## src/rtl/fp32_pack.sv

```systemverilog
// ---------------------------------------------------------------------------
// fp32_pack
//
// Packs a sign, a wide signed biased exponent and an unnormalized 48-bit
// magnitude into an IEEE 754 single-precision word. The value being packed
// is in_mant * 2^(in_exp - 127 - 46), so a normalized magnitude has its
// leading one at bit 46 and the 23 fraction bits directly below it.
//
// Normalization moves one bit per cycle. The result is then rounded (or
// truncated), range-checked and packed. Overflow saturates to infinity.
// Underflow flushes to a signed zero, because denormals are not produced.
//
// Ports
//   clk        sole clock, rising edge
//   rst        asynchronous, active-high reset
//   start      request pulse, sampled only while idle
//   in_sign    sign of the value
//   in_exp     10-bit signed biased exponent (bias 127)
//   in_mant    48-bit unnormalized magnitude
//   busy       high whenever an operation is in flight
//   done       one-cycle pulse, result and flags valid
//   result     packed float, held until the next done
//   overflow   result saturated to infinity, held with result
//   underflow  nonzero value flushed to zero, held with result
//
// Configuration
//   FP32_PACK_ROUND_EN  defined   -> round to nearest, ties to even
//                       undefined -> truncate (same latency)
// ---------------------------------------------------------------------------
module fp32_pack (
    input  logic        clk,
    input  logic        rst,
    input  logic        start,
    input  logic        in_sign,
    input  logic [9:0]  in_exp,
    input  logic [47:0] in_mant,
    output logic        busy,
    output logic        done,
    output logic [31:0] result,
    output logic        overflow,
    output logic        underflow
);

    typedef enum logic [1:0] {
        IDLE  = 2'd0,
        NORM  = 2'd1,
        ROUND = 2'd2,
        PACK  = 2'd3
    } state_t;

    state_t state;
    state_t state_next;

    // Working copy of the operand. The exponent is 11 bits wide, so neither
    // 46 left shifts from -512 nor a rounding carry from 511 can wrap.
    logic               sign_q;
    logic signed [10:0] exp_q;
    logic [47:0]        mant_q;
    // sig_q is cleared on load. Its hidden bit (bit 23) is set only when
    // ROUND ran, so a clear hidden bit in PACK means a zero mantissa.
    logic [23:0]        sig_q;

    logic               done_q;
    logic [31:0]        result_q;
    logic               overflow_q;
    logic               underflow_q;

    logic [23:0]        round_sig;
    logic signed [10:0] round_exp;

    logic [31:0]        pack_word;
    logic               pack_ovf;
    logic               pack_unf;

`ifdef FP32_PACK_ROUND_EN
    logic               guard_bit;
    logic               sticky_bit;
    logic               round_up;
    logic [24:0]        round_sum;
`endif

    // State register. The reset is asynchronous, so an operation in flight
    // is dropped as soon as rst rises.
    always_ff @(posedge clk or posedge rst) begin
        if (rst) begin
            state <= IDLE;
        end else begin
            state <= state_next;
        end
    end

    // Next-state logic. NORM stays put while it shifts one bit per cycle.
    // It leaves when the leading one sits at bit 46, or at once for a zero
    // mantissa, which skips rounding entirely.
    always_comb begin
        state_next = state;
        case (state)
            IDLE: begin
                if (start) begin
                    state_next = NORM;
                end
            end
            NORM: begin
                if (mant_q == 48'd0) begin
                    state_next = PACK;
                end else if (!mant_q[47] && mant_q[46]) begin
                    state_next = ROUND;
                end
            end
            ROUND: begin
                state_next = PACK;
            end
            PACK: begin
                state_next = IDLE;
            end
            default: begin
                state_next = IDLE;
            end
        endcase
    end

    // Rounding. The significand is the 24 bits from the hidden one down.
    // With rounding enabled, guard and sticky pick round-to-nearest-even.
    // A carry out of the hidden bit gives 1.0 with the exponent bumped.
    always_comb begin
        round_sig = mant_q[46:23];
        round_exp = exp_q;
`ifdef FP32_PACK_ROUND_EN
        guard_bit  = mant_q[22];
        sticky_bit = |mant_q[21:0];
        round_up   = guard_bit & (sticky_bit | mant_q[23]);
        round_sum  = {1'b0, mant_q[46:23]} + {24'd0, round_up};
        if (round_sum[24]) begin
            round_sig = 24'h800000;
            round_exp = exp_q + 11'sd1;
        end else begin
            round_sig = round_sum[23:0];
        end
`endif
    end

    // Range check and field assembly, used on the cycle the FSM sits in PACK.
    // Zero keeps its sign and raises no flag. Out-of-range exponents saturate
    // to infinity or flush to zero.
    always_comb begin
        pack_word = {sign_q, 31'h0};
        pack_ovf  = 1'b0;
        pack_unf  = 1'b0;
        if (sig_q[23]) begin
            if (exp_q >= 11'sd255) begin
                pack_word = {sign_q, 8'hFF, 23'h0};
                pack_ovf  = 1'b1;
            end else if (exp_q <= 11'sd0) begin
                pack_unf  = 1'b1;
            end else begin
                pack_word = {sign_q, exp_q[7:0], sig_q[22:0]};
            end
        end
    end

    // Datapath and output registers. Results and flags change only when
    // leaving PACK. done is registered, so it is high in the IDLE cycle that
    // follows, and a new start can be taken in that same cycle.
    always_ff @(posedge clk or posedge rst) begin
        if (rst) begin
            sign_q      <= 1'b0;
            exp_q       <= 11'sd0;
            mant_q      <= 48'd0;
            sig_q       <= 24'd0;
            done_q      <= 1'b0;
            result_q    <= 32'h0;
            overflow_q  <= 1'b0;
            underflow_q <= 1'b0;
        end else begin
            done_q <= 1'b0;
            case (state)
                IDLE: begin
                    if (start) begin
                        sign_q <= in_sign;
                        exp_q  <= {in_exp[9], in_exp};
                        mant_q <= in_mant;
                        sig_q  <= 24'd0;
                    end
                end
                NORM: begin
                    if (mant_q[47]) begin
                        mant_q <= {1'b0, mant_q[47:2], mant_q[1] | mant_q[0]};
                        exp_q  <= exp_q + 11'sd1;
                    end else if (!mant_q[46] && (mant_q != 48'd0)) begin
                        mant_q <= {mant_q[46:0], 1'b0};
                        exp_q  <= exp_q - 11'sd1;
                    end
                end
                ROUND: begin
                    sig_q <= round_sig;
                    exp_q <= round_exp;
                end
                PACK: begin
                    result_q    <= pack_word;
                    overflow_q  <= pack_ovf;
                    underflow_q <= pack_unf;
                    done_q      <= 1'b1;
                end
                default: begin
                    done_q <= 1'b0;
                end
            endcase
        end
    end

    assign busy      = (state != IDLE);
    assign done      = done_q;
    assign result    = result_q;
    assign overflow  = overflow_q;
    assign underflow = underflow_q;

endmodule
```

## config.mk

```make
export PLATFORM = sky130hd
export DESIGN_NAME = fp32_pack
export DESIGN_NICKNAME = d
export VERILOG_FILES = /design/src/rtl/fp32_pack.sv
export SDC_FILE = /design/constraint.sdc
export NUM_CORES = 1
export LEC_CHECK = 0
export CAP_MARGIN = 20
export CORE_ASPECT_RATIO = 0.9
export CORE_MARGIN = 1.5
export CORE_UTILIZATION = 58
export DETAILED_ROUTE_END_ITERATION = 16
export PLACE_DENSITY = 0.86
export REMOVE_ABC_BUFFERS = 1
export SYNTH_ARGS = -nofsm -noshare
export SYNTH_HDL_FRONTEND = slang
export SYNTH_SLANG_ARGS = --single-unit
```

## constraint.sdc

```tcl
create_clock -name clk -period 7.4 [get_ports clk]
set_input_delay 1.48 -clock clk [delete_from_list [all_inputs] [get_ports clk]]
set_output_delay 1.48 -clock clk [all_outputs]
set_load 0.02 [all_outputs]
```

==> results.json, run 1 <==
{
  "cp_num_buf_inv": 5,
  "dr.pass1.iters": 7,
  "synth.largest_area_cell": "dfrtp_1",
  "path_cells": "inv_1, ha_1, buf_4, inv_1, buf_4, o21ai_1, nand2_1, o21ai_4, buf_4, o32ai_1, a21oi_1",
  "endpoint_kind": "flop",
  "crit_required_ps": 7740,
  "fp.coreArea_sq_um": 9780,
  "critPathMaxFanout": 75,
  "drt_wl_total_mm": 16.4,
  "yosysWarnings": 0,
  "pre_cts_slack_ps": 3170,
  "r2r-end": "mant_q[0]$_DFFE_PP0P_",
  "ys_seq_area_frac": 0.511,
  "status": "complete, no violations",
  "max_stage_delay_ps": 710,
  "reg2reg_from": "state[1]$_DFFE_PP0P_",
  "synth.top_cell.area_share": 0.511,
  "grt_pass1_vias": 5306,
  "port_buffers": 97,
  "cp.depth": 11,
  "cts_resized": 0,
  "clock_skew_ps": 7.87,
  "fin_crit_sh": 0.541,
  "rr_worst_depth": 11,
  "boundaryPins": 98,
  "fmax_ghz": 0.250,
  "gp_congestion": 0.896,
  "initial_core_util": 0.606,
  "viasPerCell": 6.78,
  "stdcell_area_sq_um": 7600,
  "worst_slew_pin_slew_ps": 1040,
  "whs_path_depth": 1,
  "die_w_um": 110,
  "cts_tree": "built",
  "grtUsageTotal": 0.317,
  "die_h_um": 98.9,
  "synth-seq-cells": 121,
  "finalSetupViolCount": 0,
  "netlist_area_sq_um": 5930,
  "dieArea_sq_um": 10800,
  "critPathLaunch": "state[1]$_DFFE_PP0P_",
  "critPathSlowestCell": "buf_4",
  "max_slew_margin": 0.308,
  "diodes": 0,
  "syn_inst": 578,
  "hp-class": "reg -> reg",
  "fin_setup_tns_ps": 0,
  "ant_nets": 0,
  "clock-sinks": 121,
  "drt_iter0_markers": 440,
  "cts.clk_slew.worst_paths_ps": 60,
  "clockBufferDepth": 2,
  "synth_edf_count": 0,
  "postCtsSetupBuffers": 0,
  "p_leak_nw": 3.34,
  "wl_per_cell_um": 20.6,
  "post-route-min-period_ps": 4010,
  "synthTopCellsByArea": "dfrtp_1, a22o_1, a221oi_1",
  "hold_violations": 0,
  "vias": 5404,
  "post-place-cells": 764,
  "startpoint_type": "flop",
  "fin_nets": 735,
  "drive_above_1_share": 0.0760,
  "rsz0062_at_grt": "false",
  "overflow": 0,
  "total_power_mw": 3.84,
  "root_buffer": "clkbuf_16",
  "dp_hpwl_mm": 9.71,
  "finalMaxSlewViolations": 0,
  "synthArstFlopShare": 1.00,
  "grt_antenna_before_repair": 0,
  "syn_to_final_growth_pct": 28.2,
  "cp_data_arrival_time_ps": 4350,
  "cts_made_buffers": 17,
  "ys_types": 49,
  "crit_path_frequent_cell": "buf_4",
  "r2r_setup_slack_ps": 3390,
  "place_area_sq_um": 6950,
  "grt_pass1_wl_mm": 26.7,
  "hold_buffers": 0,
  "insertion_delay_ps": 410,
  "ys.flop_type": "dfrtp_1",
  "syn_area_per_cell_sq_um": 10.3,
  "grt_max_degree": 76,
  "cap_violations": 0,
  "p_per_area_nw_per_um2": 505,
  "crit_family": "buffers and inverters",
  "rows": 34,
  "instances_no_fill": 797,
  "vdd_ir_drop_max_mv": 0.391,
  "worst_slack_ps": 3390,
  "critical_path_class": "reg -> reg",
  "htree_levels": 4,
  "endpoint": "mant_q[0]$_DFFE_PP0P_",
  "drc_errors": 0
}
per-layer routing:
metal,vias to the layer above,share of wire,track usage
met4,0,0.024,0.119
met2,338,0.49,0.507
met3,49,0.085,0.0807
met5,-,0,0
li1,2396,-,-
met1,2621,0.40,0.416
layout make-up:
| cell class | count | area [sq um] |
|---|---|---|
| flip-flops and latches | 121 | 3030 |
| multi-input cells | 403 | 2700 |
| fillers | 602 | 2190 |
| repair buffers | 105 | 1060 |
| clock buffers | 18 | 429 |
| clock inverters | 14 | 188 |
| well taps | 126 | 158 |
| inverters | 10 | 40.0 |
worst register-to-register path: cells and delay by family, from the launching register on:
kind	cells	cell delay (ps)
buf+inv	5	1810
simple gates	1	150
flops	1	410
fa+ha+maj	1	160
compound gates	4	1400
registers in the layout (all words and copies together), names as in the netlist:
register / cells
done: 1
exp_q: 11
mant_q: 48
overflow: 1
result: 32
sig_q: 24
sign_q: 1
state: 2
underflow: 1
Yosys cell counts (2+ instances only):
| library cell | count |
|---|---|
| dfrtp_1 | 121 |
| a21oi_1 | 64 |
| nor2_1 | 63 |
| a22o_1 | 47 |
| a221oi_1 | 45 |
| and3_1 | 45 |
| clkbuf_1 | 30 |
| nand2_1 | 18 |
| buf_2 | 14 |
| ha_1 | 14 |
| nor4_1 | 14 |
| o21ai_0 | 14 |
| inv_1 | 9 |
| a221o_1 | 8 |
| a21o_1 | 5 |
| nand3_1 | 5 |
| nand4_1 | 5 |
| nor2b_1 | 5 |
| mux2i_1 | 4 |
| nor3_1 | 4 |
| a31oi_1 | 3 |
| nand2b_1 | 3 |
| o211ai_1 | 3 |
| xnor2_1 | 3 |
| a31o_2 | 2 |
| and2_1 | 2 |
| mux2_2 | 2 |
| o2111ai_1 | 2 |
| o21a_1 | 2 |
| o21ai_2 | 2 |
| o31ai_1 | 2 |
how the worst min path moves through the flow:
stage / slack, ps / start / endpoint
after floorplan: 460 / sig_q[10]$_DFFE_PP0P_ / result[10]$_DFFE_PP0P_
after global placement: 470 / overflow$_DFFE_PP0P_ / overflow$_DFFE_PP0P_
final: 500 / sig_q[11]$_DFFE_PP0P_ / result[11]$_DFFE_PP0P_
after detailed placement: 470 / overflow$_DFFE_PP0P_ / overflow$_DFFE_PP0P_
after CTS: 500 / sig_q[11]$_DFFE_PP0P_ / result[11]$_DFFE_PP0P_
after global routing: 510 / sig_q[3]$_DFFE_PP0P_ / result[3]$_DFFE_PP0P_
kinds of logic after synthesis:
kind of cell | count (synthesis) | share of synthesized area
XOR/XNOR | 3 | 0.00443
flip-flops | 121 | 0.511
AND/OR/NAND/NOR | 170 | 0.146
AO/OA/AOI/OAI | 209 | 0.258
multiplexers | 6 | 0.0106
buffers and inverters | 54 | 0.0372
adder cells (fa/ha/maj) | 15 | 0.0329
layout by cell type (no fill, tap or decap), types with 6 or more instances in the layout:
| cell type | n |
|---|---|
| clkdlybuf4s50_1 | 97 |
| nor2_1 | 63 |
| a221o_1 | 8 |
| inv_1 | 8 |
| clkbuf_16 | 17 |
| a22o_1 | 47 |
| and3_1 | 45 |
| nor4_1 | 14 |
| nand2_1 | 18 |
| a221oi_1 | 45 |
| o21ai_0 | 14 |
| ha_1 | 14 |
| buf_4 | 6 |
| a21oi_1 | 64 |
| dfrtp_1 | 121 |
report_power, final:
group / switching (mW) / internal (mW)
clock network: 0.326 / 0.539
logic: 1.02 / 0.699
registers: 0.288 / 0.959
metrics by stage:
step | hold WS (ps) | utilization
after floorplan | 464 | -
after global placement | 465 | 0.709
after detailed placement | 469 | 0.711
after CTS | 496 | 0.774
after global routing | 508 | 0.776
final | 499 | 0.776
Note: power is estimated with default switching activity, not from simulation.
==> run 2, diff against run 1 <==
- CORE_UTILIZATION: 58 -> 48
- PLACE_DENSITY: 0.86 -> 0.76
- clock period: 7.4 -> 3.5 ns (I/O delays scaled with it)
==> run 2 against run 1 <==
Cell area grew 0.69%. Via count shrank 4.1%. Non-clock buffer count is 4 higher. Clock power increased by 110%. Total power is 110% higher. Critical path type unchanged. Critical endpoint is now exp_q[10]$_DFFE_PP0P_.
==> results.json, run 2 (synthesis results as in run 1) <==
{
  "fmax_ghz": 0.371,
  "clock_skew_ps": 5.86,
  "p_leak_nw": 3.34,
  "finalMaxSlewViolations": 0,
  "hold_buffers": 0,
  "switchingPower_mw": 3.27,
  "diodes": 0,
  "startpoint_type": "flop",
  "ant_nets": 0,
  "rsz0062_at_grt": "false",
  "power_frac_clock": 0.223,
  "place_area_sq_um": 7050,
  "worst_slew_pin_slew_ps": 1010,
  "critPathLaunch": "mant_q[47]$_DFFE_PP0P_",
  "max_stage_delay_ps": 490,
  "p_per_area_nw_per_um2": 1040,
  "port_buffers": 97,
  "critPathMaxFanout": 10,
  "drive_above_1_share": 0.0786,
  "reg2reg_from": "mant_q[47]$_DFFE_PP0P_",
  "endpoint_kind": "flop",
  "cap_violations": 0,
  "grtUsageTotal": 0.250,
  "layout_common_cells": "dfrtp_1, clkdlybuf4s50_1, a21oi_1",
  "fp.coreArea_sq_um": 12000,
  "crit_family": "simple AND/OR/NAND/NOR gates",
  "vias": 5181,
  "n_fill_cell": 950,
  "crit_required_ps": 3790,
  "rows": 38,
  "stdcell_area_sq_um": 7650,
  "post-route-min-period_ps": 2700,
  "insertion_delay_ps": 410,
  "drt_iter0_markers": 407,
  "grt_antenna_before_repair": 0,
  "overflow": 0,
  "cts_made_buffers": 17,
  "cp_data_arrival_time_ps": 2980,
  "htree_levels": 4,
  "cts_tree": "built",
  "die_w_um": 120,
  "cts.clk_slew.worst_paths_ps": 60,
  "seqCellArea_sq_um": 3030,
  "critical_path_class": "reg -> reg",
  "power_frac_comb": 0.447,
  "die_h_um": 108,
  "hold_violations": 0,
  "switching_share": 0.412,
  "multi_input_area_sq_um": 2700,
  "cp_num_buf_inv": 1,
  "boundaryPins": 98,
  "vdd_ir_drop_max_mv": 0.644,
  "grt_pass1_wl_mm": 25.5,
  "dp_hpwl_mm": 10.3,
  "clock-sinks": 121,
  "drt_wl_total_mm": 15.5,
  "whs_path_depth": 1,
  "wl_per_cell_um": 18.6,
  "dr.pass1.iters": 5,
  "finalSetupViolCount": 0,
  "initial_core_util": 0.493,
  "dieArea_sq_um": 13000,
  "max_slew_margin": 0.323,
  "fin_nets": 739,
  "syn_to_final_growth_pct": 29.1,
  "clockBufferDepth": 2,
  "worstHoldStart": "overflow$_DFFE_PP0P_",
  "cp.depth": 9,
  "pwr-share-seq": 0.330,
  "fin_crit_sh": 0.771,
  "viasPerCell": 6.21,
  "layout_commonest_cell": "dfrtp_1",
  "p_int_mw": 4.68,
  "grt_pass1_vias": 4984,
  "top_register": "mant_q",
  "hold_slack_ps": 477,
  "grt_max_degree": 67,
  "gp_congestion": 0.862,
  "drc_errors": 0,
  "rr_worst_depth": 9,
  "cts_resized": 0,
  "root_buffer": "clkbuf_16",
  "hp-class": "reg -> reg",
  "status": "complete, no violations",
  "path_cells": "clkinv_1, ha_1, nor2b_1, o2111ai_1, a21oi_1, or4_1, nand3_1, mux2i_1, a211o_1",
  "critPathSlowestCell": "or4_1",
  "largest_register_ffs": 48,
  "postCtsSetupBuffers": 0
}
==> run 2: cell types whose count changed in the layout (fill, tap and decap cells not counted), sizes merged <==
| cell | previous run | this run |
|---|---|---|
| clkbuf | 18 | 21 |
| buf | 8 | 12 |
| inv | 14 | 10 |
| clkinvlp | 1 | 3 |
| clkinv | 6 | 4 |
==> run 2: power groups by stage <==
stage | clock (mW) | sequential, mW | combinational (mW)
2_1_floorplan | 0 | 2.58 | 2.40
3_3_place_gp | 0 | 2.59 | 3.32
3_5_place_dp | 0 | 2.63 | 3.52
4_1_cts | 1.80 | 2.61 | 3.54
5_1_grt | 1.86 | 2.70 | 3.94
6_report | 1.78 | 2.62 | 3.56
==> run 2: layout make-up <==
cell class	instances	area share
clock buffers	21	0.0602
repair buffers	109	0.141
flip-flops and latches	121	0.396
inverters	10	0.00523
well taps	160	0.0262
clock inverters	10	0.0188
multi-input cells	403	0.352
==> run 2: worst paths after layout <==
check                                         endpoint  slack (ps)
worst min-delay path              overflow$_DFFE_PP0P_         480
worst min register to register    overflow$_DFFE_PP0P_         480
min in group asynchronous        sig_q[19]$_DFFE_PP0P_         700
worst max register to register   exp_q[10]$_DFFE_PP0P_         800
worst max-delay path             exp_q[10]$_DFFE_PP0P_         800
max in group asynchronous       mant_q[15]$_DFFE_PP0P_        2010
==> run 2: worst reg2reg max path: stages, from the launching register on <==
cell,delay [ps]
dfrtp_1,350
clkinv_1,280
ha_1,430
nor2b_1,170
o2111ai_1,250
a21oi_1,150
or4_1,490
nand3_1,100
mux2i_1,80
a211o_1,270
==> run 2: metal layers <==
metal / GRT usage / wire [um]
met5: 0 / 0
met3: 0.0575 / 1070
met2: 0.393 / 7330
met1: 0.337 / 6680
met4: 0.105 / 439
==> run 2: per-stage QoR <==
stage                util  setup WS (ps)  TNS [ps]  total power [mW]  cells
finish              0.636            802         0              7.96    834
CTS                 0.636            824         0              7.95    834
global placement    0.584            764         0              5.92    802
global route        0.636            661         0              8.50    834
detailed placement  0.586            617         0              6.15    803
floorplan               -          -2020   -152440              4.98    534
